## src/rtl/led_pkg.sv

```systemverilog
// ============================================================================
// Module   : led_pkg
// Brief    : Shared defaults, level type and sizing helpers for led_fader.
// Revision : 1.0
// ============================================================================
`default_nettype none

package led_pkg;

    localparam int c_nch      = 5;
    localparam int c_pwm_bits = 4;
    localparam int c_fade_div = 4096;

    typedef logic [c_pwm_bits-1:0] level_t;

    function automatic int max_level(input int pwm_bits);
        return (1 << pwm_bits) - 1;
    endfunction

    // A prescaler of 1 still needs a one-bit counter to keep widths legal.
    function automatic int div_width(input int fade_div);
        return (fade_div > 1) ? $clog2(fade_div) : 1;
    endfunction

    localparam int c_max_level = max_level(c_pwm_bits);
    localparam int c_div_w     = div_width(c_fade_div);

endpackage

`default_nettype wire

```

## src/rtl/led_fader_if.sv

```systemverilog
// ============================================================================
// Module   : led_fader_if
// Brief    : LED target vector in, PWM drive and fade status out.
// Revision : 1.0
// ============================================================================
`default_nettype none

interface led_fader_if
    import led_pkg::*;
#(
    parameter int NCH = c_nch
);

    logic [NCH-1:0] led_in;
    logic [NCH-1:0] led_out;
    logic [NCH-1:0] fading;

    modport master (
        output led_in,
        input  led_out,
        input  fading
    );

    modport slave (
        input  led_in,
        output led_out,
        output fading
    );

endinterface

`default_nettype wire

```

## src/rtl/led_fader_ch.sv

```systemverilog
// ============================================================================
// Module   : led_fader_ch
// Brief    : One LED channel: input flop, saturating fade level, PWM compare.
// Revision : 1.0
// ============================================================================
`default_nettype none

module led_fader_ch
    import led_pkg::*;
#(
    parameter int PWM_BITS = c_pwm_bits
) (
    input  wire logic                clk,
    input  wire logic                rst,
    input  wire logic                step,
    input  wire logic [PWM_BITS-1:0] pwm_cnt,
    input  wire logic                led_in,
    output logic                     led_out,
    output logic                     fading
);

    localparam logic [PWM_BITS-1:0] c_max = PWM_BITS'(max_level(PWM_BITS));

    logic                r_led_q;
    logic [PWM_BITS-1:0] r_level;
    logic                r_led_out;
    logic                r_fading;

    logic [PWM_BITS-1:0] w_level_nxt;
    logic                w_led_out;
    logic                w_fading;

    // A reversal simply changes direction from wherever the level currently is.
    always_comb begin
        w_level_nxt = r_level;
        if (step) begin
            if (r_led_q && (r_level != c_max)) begin
                w_level_nxt = r_level + 1'b1;
            end else if (!r_led_q && (r_level != '0)) begin
                w_level_nxt = r_level - 1'b1;
            end
        end
    end

    // Full level is forced high; otherwise level L yields L high cycles per period.
    always_comb begin
        w_led_out = 1'b0;
        if (r_level == c_max) begin
            w_led_out = 1'b1;
        end else if (r_level != '0) begin
            w_led_out = (pwm_cnt < r_level);
        end
        w_fading = (r_level != (r_led_q ? c_max : '0));
    end

    always_ff @(posedge clk) begin
        if (rst) begin
            r_led_q   <= 1'b0;
            r_level   <= '0;
            r_led_out <= 1'b0;
            r_fading  <= 1'b0;
        end else begin
            r_led_q   <= led_in;
            r_level   <= w_level_nxt;
            r_led_out <= w_led_out;
            r_fading  <= w_fading;
        end
    end

    assign led_out = r_led_out;
    assign fading  = r_fading;

endmodule

`default_nettype wire

```

## src/rtl/led_fader.sv

```systemverilog
// ============================================================================
// Module   : led_fader
// Brief    : NCH-channel LED fader with shared PWM counter and fade prescaler.
// Revision : 1.0
// ============================================================================
`default_nettype none

module led_fader
    import led_pkg::*;
#(
    parameter int NCH      = c_nch,
    parameter int PWM_BITS = c_pwm_bits,
    parameter int FADE_DIV = c_fade_div
) (
    input  wire logic   clk,
    input  wire logic   rst,
    led_fader_if.slave  led
);

    localparam int                 c_div_w    = div_width(FADE_DIV);
    localparam logic [c_div_w-1:0] c_div_last = c_div_w'(FADE_DIV - 1);

    logic [c_div_w-1:0]  r_div_cnt;
    logic [PWM_BITS-1:0] r_pwm_cnt;
    logic                w_step;
    logic [NCH-1:0]      w_led_out;
    logic [NCH-1:0]      w_fading;

    assign w_step = (r_div_cnt == c_div_last);

    always_ff @(posedge clk) begin
        if (rst) begin
            r_div_cnt <= '0;
            r_pwm_cnt <= '0;
        end else begin
            r_pwm_cnt <= r_pwm_cnt + 1'b1;
            if (w_step) begin
                r_div_cnt <= '0;
            end else begin
                r_div_cnt <= r_div_cnt + 1'b1;
            end
        end
    end

    for (genvar i = 0; i < NCH; i++) begin : g_ch
        led_fader_ch #(
            .PWM_BITS (PWM_BITS)
        ) u_ch (
            .clk     (clk),
            .rst     (rst),
            .step    (w_step),
            .pwm_cnt (r_pwm_cnt),
            .led_in  (led.led_in[i]),
            .led_out (w_led_out[i]),
            .fading  (w_fading[i])
        );
    end

    assign led.led_out = w_led_out;
    assign led.fading  = w_fading;

endmodule

`default_nettype wire

```

## src/flat_wrapper.sv

```systemverilog
// flat-port wrapper written by rule: the top's interface ports become plain ports
module led_fader_flat import led_pkg::*;
#(
    parameter int NCH      = c_nch,
    parameter int PWM_BITS = c_pwm_bits,
    parameter int FADE_DIV = c_fade_div
)
  (clk, rst, led_led_in, led_led_out, led_fading);
  led_fader_if #(.NCH(NCH)) led_i ();
  input  wire logic clk;
  input  wire logic rst;
  input wire logic [$bits(led_i.led_in)-1:0] led_led_in;
  output wire logic [$bits(led_i.led_out)-1:0] led_led_out;
  output wire logic [$bits(led_i.fading)-1:0] led_fading;
  assign led_i.led_in = led_led_in;
  assign led_led_out = led_i.led_out;
  assign led_fading = led_i.fading;
  led_fader #(.NCH(NCH), .PWM_BITS(PWM_BITS), .FADE_DIV(FADE_DIV)) u_core (.clk(clk), .rst(rst), .led(led_i));
endmodule
```

## config.mk

```make
export PLATFORM = sky130hd
export DESIGN_NAME = led_fader_flat
export DESIGN_NICKNAME = d
export VERILOG_FILES = /design/src/rtl/led_pkg.sv /design/src/rtl/led_fader_if.sv /design/src/rtl/led_fader_ch.sv /design/src/rtl/led_fader.sv /design/src/flat_wrapper.sv
export SDC_FILE = /design/constraint.sdc
export NUM_CORES = 1
export LEC_CHECK = 0
export CORE_ASPECT_RATIO = 1.75
export CORE_UTILIZATION = 54
export DETAILED_ROUTE_END_ITERATION = 8
export PLACE_DENSITY = 0.82
export SYNTH_ARGS = -nofsm -noshare
export SYNTH_HDL_FRONTEND = slang
export SYNTH_SLANG_ARGS = --single-unit
```

## constraint.sdc

```tcl
create_clock -name clk -period 1.75 [get_ports clk]
set_input_delay 0.4375 -clock clk [delete_from_list [all_inputs] [get_ports clk]]
set_output_delay 0.4375 -clock clk [all_outputs]
set_load 0.05 [all_outputs]
```

==> results of run 1 <==
routing by layer:
layer / part of all wire (%) / routed length [µm]
met1: 37 / 2370
met2: 58 / 3710
met3: 2.8 / 181
met4: 2.6 / 164
met5: 0 / 0
critical path, stage by stage (launching register included):
cell	delay (ns)
dfxtp_2	0.36
ha_4	0.15
nand4_4	0.07
or4_4	0.65
buf_6	0.17
nor2_4	0.18
buf_4	0.15
a211oi_2	0.06
layout by cell type (no fill, tap or decap), types with 3 or more instances in the layout:
master	count
inv_1	16
nor2_4	5
nand4_1	6
nand2_2	3
o21ai_0	9
nand3_1	11
dfxtp_2	9
nand2b_1	5
xor2_1	7
nand2_1	16
or4_1	5
xnor2_2	3
nor4_1	3
mux2i_1	3
o32ai_2	3
a21o_1	8
nor4_2	5
a31o_2	5
xnor2_1	17
nor2_1	42
buf_4	68
ha_1	25
dfxtp_1	42
a21oi_1	9
a211oi_2	3
clkdlybuf4s50_1	5
clkbuf_8	5
nor2b_1	11
nor3_1	7
a21oi_2	3
fa_1	5
logic make-up after synthesis:
logic type	count (synthesis)
flip-flops	51
AO/OA/AOI/OAI	45
multiplexers	5
buffers and inverters	34
adder cells (fa/ha/maj)	32
XOR/XNOR	27
AND/OR/NAND/NOR	129
registers in the layout, indices dropped and copies added, names as in the netlist:
signal / flops
u_core.g_ch.u_ch.fading: 5
u_core.g_ch.u_ch.led_out: 5
u_core.g_ch.u_ch.r_led_q: 5
u_core.g_ch.u_ch.r_level: 20
u_core.r_div_cnt: 12
u_core.r_pwm_cnt: 4
area by class of cell:
cell class | count | share of cell area [%]
clock buffer | 6 | 1.97
tap | 55 | 1.86
multi-input combinational | 238 | 50.6
inverter | 16 | 1.63
timing repair buffer | 76 | 15.9
sequential | 51 | 28.0
repair_timing:
action / 4_1_cts / 5_1_grt
setup buffers: 1 / 4
pin swaps: 6 / 11
gates cloned: 0 / 0
endpoints found under the hold margin: 0 / 0
hold buffers: 0 / 0
gates resized for setup: 6 / 20
setup endpoints to repair: 19 / 20
power breakdown:
group / switching, mW / internal (mW)
sequential: 0.0233 / 1.18
combinational: 0.123 / 0.114
clock: 0.362 / 0.267
total: 0.508 / 1.56
Yosys cell counts, drive strengths merged:
| cell type | instances | area share [%] |
|---|---|---|
| inv | 16 | 2.1 |
| fa | 5 | 3.4 |
| nor3b | 1 | 0.26 |
| nor2 | 49 | 7.1 |
| a31o | 5 | 1.5 |
| o32ai | 3 | 1.4 |
| a21oi | 12 | 2.1 |
| and4 | 1 | 0.30 |
| dfxtp | 51 | 35 |
| xnor2 | 20 | 6.0 |
| or4 | 6 | 1.7 |
| a21o | 8 | 2.1 |
| nor2b | 11 | 2.4 |
| and3 | 1 | 0.26 |
| xor2 | 7 | 2.1 |
| mux2i | 5 | 1.7 |
| nor3 | 7 | 1.2 |
| ha | 27 | 12 |
| nand4b | 2 | 0.60 |
| a211oi | 5 | 1.3 |
| buf | 13 | 3.2 |
| o21ai | 12 | 2.1 |
| nor4 | 8 | 2.4 |
| or3 | 1 | 0.22 |
| nand4 | 7 | 1.7 |
| nand2 | 19 | 2.5 |
| nand2b | 5 | 1.1 |
| nand3 | 11 | 1.9 |
| clkbuf | 5 | 0.65 |
final timing paths:
path	cells after the start	endpoint	slack [ns]	startpoint
setup / recovery	7	u_core.g_ch[0].u_ch.r_level[2]	-0.16	u_core.r_div_cnt[1]
hold / removal	1	u_core.r_pwm_cnt[0]	0.52	u_core.r_pwm_cnt[0]
setup reg to reg	7	u_core.g_ch[0].u_ch.r_level[2]	-0.16	u_core.r_div_cnt[1]
hold reg to reg	1	u_core.r_pwm_cnt[0]	0.52	u_core.r_pwm_cnt[0]
through the flow:
step                      hold slack (ns)  setup TNS (ns)  utilization [%]
after floorplan                     0.430         -0.0143                -
after global placement              0.500          -0.206             66.3
after detailed placement            0.503          -0.860             66.3
after CTS                           0.522          -0.368             68.4
after global routing                0.552           -3.26             70.8
final                               0.519           -1.76             70.8
==> impl_metrics.json, run 1 <==
{
  "ys_types": 37,
  "dr.pass1.iters": 6,
  "fin_worst_skew_ns": 0.00587,
  "grt-busiest-layer": "met2",
  "regArea_um2": 1030,
  "ir_worst_vdd_mv": 0.534,
  "antenna_found_initial": 0,
  "failed_checks": "DRC, setup timing",
  "synth-adder-area-share_pct": 15.1,
  "crit_fanout": 7,
  "pwr_density_cell_nw_per_um2": 561,
  "min_period_ns": 1.91,
  "cts_tree": "done",
  "ys_seq_elements": 51,
  "drtAntennaViolNets": 0,
  "root_buffer": "clkbuf_8",
  "port_buffers": 16,
  "total_power_mw": 2.07,
  "seq_area_frac_synth_pct": 35.2,
  "use_met3_pct": 4.07,
  "synth_simple_gate_area_share_pct": 23.5,
  "die_h_um": 99.0,
  "nets": 427,
  "std_cell_rows": 35,
  "ioPinCount": 17,
  "start_util_pct": 55.7,
  "syn_area_per_cell_um2": 8.99,
  "drt_iter0_markers": 68,
  "grt_pass1_vias": 2536,
  "slew_violations": 0,
  "synth_mux_area_share_pct": 1.72,
  "cp-end-kind": "flip-flop",
  "dp_hpwl_um": 4660,
  "fin_cells": 442,
  "syn_nets": 362,
  "die_x_um": 57.4,
  "fillers": 386,
  "hold_path.class": "flip-flop to flip-flop",
  "synth_top_family_by_area": "simple AND/OR/NAND/NOR gates",
  "cts_buffers": 5,
  "clock-sinks": 51,
  "dp_cells": 431,
  "vias_per_cell": 5.66,
  "met2_usage_pct": 46.5,
  "status": "finished with violations",
  "final-hold-violation-count": 0,
  "design_area_um2": 3690,
  "setup_viol": 17,
  "die_area_um2": 5690,
  "timing.fmax_mhz": 522,
  "netlist_instances": 323,
  "drc": 1,
  "worstSetupPathType": "flip-flop to flip-flop",
  "track_usage_pct": 24.1,
  "drive_gt1_share_pct": 32.3,
  "mappedNetlistArea_um2": 2900,
  "clk_path_buf_depth": 2,
  "worstSetupStartpointType": "flip-flop",
  "post-place-ws_ns": -0.132,
  "multi_input_area_um2": 1870,
  "max-cap-violations": 0,
  "wl_um": 6420,
  "yosysWarnings": 0,
  "final.setup.worst_slack_ns": -0.164,
  "cp.arrival_ns": 2.08,
  "antenna_cells": 0,
  "grt_pass1_wl_um": 10700,
  "grt_use_met1_pct": 23.3,
  "core_um2": 5210,
  "tightestPinTransition_ns": 0.601,
  "overflow": 0,
  "syn2layout_area_growth_pct": 27.1,
  "htreeDepth": 2,
  "gp_congestion": 0.775,
  "cts.clk_slew.worst_paths_ns": 0.09,
  "relSlewSlack_pct": 59.9,
  "routedWlPerCell_um": 14.5,
  "insertion_delay_ns": 0.30,
  "rsz0062_at_grt": "true",
  "required_ns": 1.92,
  "synth-compound-area-share_pct": 10.4,
  "synth_xor_area_share_pct": 8.14,
  "power.leakage_nw": 1.51,
  "postPlaceCellArea_um2": 3450,
  "grt_max_degree": 30,
  "period_share_pct": 109,
  "dr_total_vias": 2502
}
Power figures use the tool's default switching activity.
==> run 2, diff against run 1 <==
CTS_CLUSTER_SIZE = 30   (was not set)
==> results of run 2 <==
Same layout as run 1: the final DEF is identical, and so are final timing and power.
